**src/rtl/tx_pkg.sv**
```systemverilog
// Shared types and constants for the transmit frame path.
// Holds the scheduler state encoding and parameter sanity helpers.
package tx_pkg;

    typedef enum logic [2:0] {
        IDLE,
        PREAMBLE,
        SYNC,
        PAYLOAD,
        PAD
    } tx_sched_state_t;

    localparam logic [31:0] DEFAULT_SYNC_WORD = 32'h0000_D391;

    // Frames must stay dibit aligned through preamble and sync.
    function automatic bit sched_params_ok(int pre_len, int sync_len);
        return (pre_len >= 2) && (pre_len % 2 == 0) &&
               (sync_len >= 2) && (sync_len <= 32) &&
               (sync_len % 2 == 0);
    endfunction

endpackage

```
**src/rtl/tx_frame_scheduler.sv**
```systemverilog
// Serialises preamble, sync word, gated payload and a parity pad bit
// into the 1-bit stream feeding the bit-to-dibit width converter.
module tx_frame_scheduler
    import tx_pkg::*;
#(
    parameter int          PREAMBLE_LEN = 32,
    parameter int          SYNC_LEN     = 16,
    parameter logic [31:0] SYNC_WORD    = DEFAULT_SYNC_WORD,
    parameter int          LEN_W        = 12
) (
    input  logic clk,
    input  logic rst,
    input  logic pl_valid,
    input  logic pl_data,
    input  logic pl_last,
    output logic pl_ready,
    output logic out_valid,
    output logic out_data,
    input  logic out_ready,
    output logic busy,
    output logic frame_done,
    output logic len_err
);

    localparam int IDX_MAX = (PREAMBLE_LEN > SYNC_LEN) ? PREAMBLE_LEN : SYNC_LEN;
    localparam int IDX_W   = $clog2(IDX_MAX);

    localparam logic [IDX_W-1:0] PRE_LAST  = IDX_W'(PREAMBLE_LEN - 1);
    localparam logic [IDX_W-1:0] SYNC_LAST = IDX_W'(SYNC_LEN - 1);
    localparam logic [4:0]       SYNC_TOP  = 5'(SYNC_LEN - 1);
    localparam logic [LEN_W-1:0] CNT_LIM   = {{(LEN_W-1){1'b1}}, 1'b0};

    if (!sched_params_ok(PREAMBLE_LEN, SYNC_LEN)) begin : g_param_err
        $error("tx_frame_scheduler: PREAMBLE_LEN/SYNC_LEN must be even, >=2, SYNC_LEN<=32");
    end

    tx_sched_state_t  state_q, state_d;
    logic [IDX_W-1:0] idx_q, idx_d;
    logic [LEN_W-1:0] cnt_q, cnt_d;
    logic             out_valid_q, out_valid_d;
    logic             out_data_q, out_data_d;
    logic             frame_done_q, frame_done_d;
    logic             len_err_q, len_err_d;

    logic       load;
    logic       forced;
    logic [4:0] sync_bit;

    assign load     = ~out_valid_q | out_ready;
    assign sync_bit = SYNC_TOP - 5'(idx_q);

    always_comb begin
        state_d      = state_q;
        idx_d        = idx_q;
        cnt_d        = cnt_q;
        out_valid_d  = load ? 1'b0 : out_valid_q;
        out_data_d   = out_data_q;
        frame_done_d = 1'b0;
        len_err_d    = 1'b0;
        pl_ready     = 1'b0;
        forced       = 1'b0;
        unique case (state_q)
            IDLE: begin
                if (pl_valid) begin
                    state_d = PREAMBLE;
                end
            end
            PREAMBLE: begin
                if (load) begin
                    out_valid_d = 1'b1;
                    out_data_d  = ~idx_q[0];
                    if (idx_q == PRE_LAST) begin
                        idx_d   = '0;
                        state_d = SYNC;
                    end else begin
                        idx_d = idx_q + IDX_W'(1);
                    end
                end
            end
            SYNC: begin
                if (load) begin
                    out_valid_d = 1'b1;
                    out_data_d  = SYNC_WORD[sync_bit];
                    if (idx_q == SYNC_LAST) begin
                        idx_d   = '0;
                        cnt_d   = '0;
                        state_d = PAYLOAD;
                    end else begin
                        idx_d = idx_q + IDX_W'(1);
                    end
                end
            end
            PAYLOAD: begin
                pl_ready = load;
                if (load && pl_valid) begin
                    out_valid_d = 1'b1;
                    out_data_d  = pl_data;
                    cnt_d       = cnt_q + LEN_W'(1);
                    forced      = (cnt_q == CNT_LIM);
                    if (pl_last || forced) begin
                        len_err_d = forced & ~pl_last;
                        // Even count before this bit means an odd total.
                        if (!cnt_q[0]) begin
                            state_d = PAD;
                        end else begin
                            state_d      = IDLE;
                            frame_done_d = 1'b1;
                        end
                    end
                end
            end
            PAD: begin
                if (load) begin
                    out_valid_d  = 1'b1;
                    out_data_d   = 1'b0;
                    state_d      = IDLE;
                    frame_done_d = 1'b1;
                end
            end
            default: begin
                state_d = IDLE;
            end
        endcase
    end

    always_ff @(posedge clk or negedge rst) begin
        if (!rst) begin
            state_q      <= IDLE;
            idx_q        <= '0;
            cnt_q        <= '0;
            out_valid_q  <= 1'b0;
            out_data_q   <= 1'b0;
            frame_done_q <= 1'b0;
            len_err_q    <= 1'b0;
        end else begin
            state_q      <= state_d;
            idx_q        <= idx_d;
            cnt_q        <= cnt_d;
            out_valid_q  <= out_valid_d;
            out_data_q   <= out_data_d;
            frame_done_q <= frame_done_d;
            len_err_q    <= len_err_d;
        end
    end

    assign out_valid  = out_valid_q;
    assign out_data   = out_data_q;
    assign frame_done = frame_done_q;
    assign len_err    = len_err_q;
    assign busy       = (state_q != IDLE);

endmodule

```
**config.mk**
```make
export PLATFORM = sky130hd
export DESIGN_NAME = tx_frame_scheduler
export DESIGN_NICKNAME = d
export VERILOG_FILES = /design/src/rtl/tx_pkg.sv /design/src/rtl/tx_frame_scheduler.sv
export SDC_FILE = /design/constraint.sdc
export NUM_CORES = 1
export LEC_CHECK = 0
export CAP_MARGIN = 20
export CORE_ASPECT_RATIO = 0.7
export CORE_MARGIN = 2
export CORE_UTILIZATION = 50
export DETAILED_ROUTE_END_ITERATION = 12
export PLACE_DENSITY = 0.67
export SETUP_SLACK_MARGIN = 0.1
export SYNTH_ARGS = -nofsm -noshare
export SYNTH_HDL_FRONTEND = slang
export SYNTH_SLANG_ARGS = --single-unit
```
**constraint.sdc**
```tcl
create_clock -name clk -period 5.2 [get_ports clk]
set_input_delay 0.52 -clock clk [delete_from_list [all_inputs] [get_ports clk]]
set_output_delay 0.52 -clock clk [all_outputs]
set_load 0.05 [all_outputs]
```
# Word level (Yosys, flattened, before mapping)
# Memories as Yosys holds them, arrays and structs flattened.
# Cells that the tools add are included.
[totals]
reg_bits = 24
mem_bits_ro = 32
inputBits = 6
output_inout_bits = 6
wordCells = 82
memories = 1
[op_classes]
n_addsub = 3
order_cmp = 1
n_eq_ne = 15
n_mux = 38
bitwise_logic = 5
n_reduce_logical = 12
[mem_list]
columns = ["memory", "words", "word_bits", "rd", "rd_clocked_by_memory_dff", "write_ports", "line_no", "rtl"]
rows = [
  ["(name not given)", 32, 1, 1, 0, 0, "tx_frame_scheduler.sv:83", "out_data_d = SYNC_WORD[sync_bit];"],
]
[op_table]
columns = ["operator", "count"]
rows = [
  ["2-to-1 mux 12 bit", 3],
  ["2-to-1 mux 3 bit", 9],
  ["one-hot mux 12 bit (2 select lines)", 1],
  ["2-to-1 mux 5 bit", 4],
  ["2-to-1 mux 1 bit", 16],
  ["inequality test 2 bit, second input constant", 8],
  ["one-hot mux 3 bit (5 select lines)", 1],
  ["adder 12 x 1 -> 12 bit, second input constant", 1],
  ["equality test 12 bit, second input constant", 1],
  ["one-hot mux 5 bit (2 select lines)", 1],
  ["AND reduction 8 bit", 1],
  ["equality test 3 x 2 -> 1 bit, second input constant", 2],
  ["less-than comparator 5 x 6 -> 1 bit, second input constant", 1],
  ["adder 5 x 1 -> 5 bit, second input constant", 1],
  ["equality test 5 x 4 -> 1 bit, second input constant", 1],
  ["equality test 5 bit, second input constant", 1],
  ["AND reduction 5 bit", 1],
  ["subtractor 4 x 5 -> 5 bit, first input constant", 1],
  ["one-hot mux 1 bit (2 select lines)", 2],
  ["one-hot mux 1 bit (4 select lines)", 1],
  ["AND reduction 4 bit", 1],
  ["nonzero test 2 bit", 2],
  ["nonzero test 4 bit", 1],
  ["equality test 3 x 1 -> 1 bit, second input constant", 1],
  ["10 further kinds", 12],
]

# Logic depth before layout (Yosys ltp)
[logic_depth]
depth_word = 5
ltp_mapped = 8
ltp_nobuf = 8

# Worst setup path after synthesis
# Ideal clock, no wire load.
[synth_path]
kind = "register to output"
from = "reg state_q[1]"
to = "out pl_ready"
t_arrival_ps = 1654
t_required_ps = 4680
path_slack_ps = 3026
path_stages_with_launch = 5
path_buffers = 1
path_cell_list = "dfrtp_1 -> buf_4 -> nor2b_1 -> nand2_1 -> nor2_1"
[synth_via]
elab_chain_cells = 2
[synth_rtl]
columns = ["element", "line_no", "rtl"]
rows = [
  ["from (decl)", "tx_frame_scheduler.sv:37", "tx_sched_state_t state_q, state_d;"],
  ["from (signal assigned)", "tx_frame_scheduler.sv:136", "state_q <= state_d;"],
  ["equality test 3 x 2 -> 1 bit", "tx_frame_scheduler.sv:62", "unique case (state_q)"],
  ["2-to-1 mux 1 bit", "tx_frame_scheduler.sv:62", ""],
  ["to (decl)", "tx_frame_scheduler.sv:16", "output logic pl_ready,"],
]
# No other way between the ends.

# Worst setup path after layout
# Same ends and word-level chain as after synthesis.

==> results.py <==
metrics = {
    "logic_synthesis": {
        "ys_warn_count": 0,
        "synth_cell_types": 44,
        "synth_seq_cells": 24,
        "netlist_area_um2": 1440,
        "syn_inst": 168,
        "synthFlopType": "dfrtp_1",
        "yosysTopAreaCellShare_pct": 41.7,
        "synth_edf_count": 0,
        "synth_adder_area_share_pct": 4.35,
        "synth-compound-area-share_pct": 23.0,
        "synthArstFlopShare_pct": 100,
        "synth_top_family_by_area": "simple AND/OR/NAND/NOR gates",
        "yosysSeqAreaShare_pct": 41.7,
        "synth-xor-area-share_pct": 0.609,
        "syn_area_per_cell_um2": 8.56,
        "synthesis.nets": 179,
        "synth_top_cell_by_area": "dfrtp_1",
        "synthMuxAreaShare_pct": 1.48,
        "synthSimpleGateAreaFrac_pct": 24.3,
        "yosys-top-cells-area": "dfrtp_1, nand2_1, o21ai_1",
    },
    "drt": {
        "num_vias": 1238,
        "first_pass_iters": 4,
        "detail_route.wl_per_cell_um": 14.4,
        "drt-initial-drc-count": 93,
        "drtAntennaViolNets": 0,
        "drc_errors": 0,
        "wirelength_um": 3020,
        "drt-vias-per-instance": 5.90,
    },
    "floorplanning": {
        "die_y_um": 48.9,
        "core_um2": 2760,
        "chipWidth_um": 68.1,
        "start_util_pct": 52.1,
        "rows": 16,
        "die-area_um2": 3330,
        "io_pins": 12,
    },
    "worst_setup_path": {
        "startpoint_type": "flop",
        "worst-setup-path-type": "reg -> out",
        "arrival_ps": 2530,
        "path_cells": "nor2b_1 > nand2_1 > nor2_1 > clkdlybuf4s50_1",
        "critPathMaxStageDelay_ps": 820,
        "slowest_stage": "clkdlybuf4s50_1",
        "cp_max_fo": 11,
        "critPathCaptureType": "output pin",
        "cp-startpoint": "state_q[1]",
        "required_ps": 4680,
        "r2r-start": "idx_q[1]",
    },
    "sta": {
        "setup_viol": 0,
        "worstMarginPinSlew_ps": 518,
        "max_freq_mhz": 328,
        "period_minus_slack_ps": 3050,
        "timing.final.crit_share_pct": 58.6,
        "tns_ps": 0,
        "slew_headroom_pct": 65.1,
        "drv_slew": 0,
        "rsz0062_at_grt": "no",
        "finalHoldViolCount": 0,
        "skew_ps": 5.78,
    },
    "clock_network": {
        "cts.repair.resized": 0,
        "htreeDepth": 1,
        "numCtsBuffers": 3,
        "insertion_delay_ps": 260,
        "clock_path_buffers": 2,
        "cts_root_buffer": "clkbuf_8",
        "holdBufCountCts": 0,
        "postCtsSetupBuffers": 0,
        "clk_pin_slew_ps": 70,
        "clock_sinks": 24,
        "cts_tree": "done",
    },
    "placed_design": {
        "gp_congestion": 0.827,
        "place_hpwl_um": 2240,
        "post_dp_cell_area_um2": 1550,
        "io_buffers": 11,
    },
    "grt": {
        "antenna_found_initial": 0,
        "grt_pass1_wl_um": 5160,
        "grt_usage_pct": 20.5,
        "grt_start_max_net_pins": 25,
        "grt_pass1_vias": 1057,
        "overflow": 0,
    },
    "min_path": {
        "min_path_type": "reg -> reg",
        "hold_start": "cnt_q[3]",
    },
    "finish": {
        "syn2layout_area_growth_pct": 12.3,
        "nFillCells": 250,
        "diodes": 0,
        "nNetsFinal": 187,
        "drive_gt1_share_pct": 4.60,
        "stdcell_area_um2": 1620,
    },
    "run": {
        "maxCapViolCount": 0,
    },
    "power_and_ir_drop": {
        "p_leak_uw": 0.000680,
        "cellPowerDensity_nw_per_um2": 507,
        "ir_drop_uv": 299,
    },
    "status": {
        "status": "complete, no violations",
    },
}
path summary, 6_finish.rpt:
| path | to | cells past startpoint | slack [ps] |
|---|---|---|---|
| setup / recovery | pl_ready | 4 | 2150 |
| hold / removal | cnt_q[3] | 1 | 490 |
| setup reg to reg | state_q[1] | 8 | 3080 |
| hold reg to reg | cnt_q[3] | 1 | 490 |
| max in group asynchronous | state_q[0] | 2 | 4220 |
| min in group asynchronous | cnt_q[8] | 1 | 550 |
registers in the layout, summed over array words and instances (netlist names):
signal and cells:
idx_q 5, state_q 3, out_data 1, cnt_q 12, out_valid 1, frame_done 1
len_err 1
cell usage after synthesis (all sizes together) (3+ instances only):
| cell type | n |
|---|---|
| nand2 | 26 |
| dfrtp | 24 |
| o21ai | 20 |
| nor2 | 13 |
| a21oi | 9 |
| nand3 | 8 |
| buf | 6 |
| ha | 5 |
| inv | 5 |
| or3 | 5 |
| nor2b | 4 |
| and3 | 3 |
| clkbuf | 3 |
| nand4 | 3 |
| nor3 | 3 |
| o31ai | 3 |
| o41ai | 3 |
layer usage:
layer / up-vias / GRT usage [%] / wire (um) / part of all wire, %
met5: - / 0 / 0 / 0
met4: 0 / 5.00 / 38 / 1.3
met3: 5 / 5.08 / 115 / 3.8
met2: 21 / 25.9 / 1220 / 40
met1: 585 / 34.2 / 1640 / 54
li1: 627 / - / - / -
area by class of cell:
class                           instances  area (um2)  area share [%]
Multi-Input combinational cell        130         773            47.8
Clock buffer                            3        41.3            2.55
Sequential cell                        24         601            37.2
Timing Repair Buffer                   12         138            8.51
Inverter                                5        18.8            1.16
Tap cell                               36        45.0            2.79
per-stage QoR:
step	hold WS [ps]	std cells	util [%]	power, uW	setup WS [ps]
final	486	210	58.5	820	2150
after global routing	503	210	58.5	895	2000
after CTS	490	209	57.5	820	2160
after detailed placement	477	206	56.0	711	2460
after global placement	474	206	56.0	705	2540
after floorplan	224	168	-	627	3030
worst max-delay path: cells and delay by family, from the launching register on:
family                 cells  cell delay (ps)
buffers and inverters      1              820
DFF                        1              520
and+or+nand+nor            3              920
cell families (layout without fill, tap and decap cells):
family                     Yosys count  in the layout
and+or+nand+nor                     71             71
buffers and inverters               14             20
muxes                                2              2
xor gates and xnor gates             1              1
adders and majority gates            5              5
DFF                                 24             24
AOI/OAI and AO/OA                   51             51
placed cells by master, fill, tap and decap left out, types with 4 or more instances in the layout:
cell type        count
nand3_1              7
nand2_1             26
o21ai_1             13
clkdlybuf4s50_1     11
nor2_1              13
a21oi_1              9
dfrtp_1             24
inv_1                4
ha_1                 5
or3_1                4
o21ai_0              7
nor2b_1              4
power breakdown:
part           leakage (uW)  switching, uW  internal (uW)
sequential         0.000307           81.8            234
clock             0.0000216           53.4           51.7
combinational      0.000351            240            159
No activity file was read; power rests on OpenSTA's default activity.
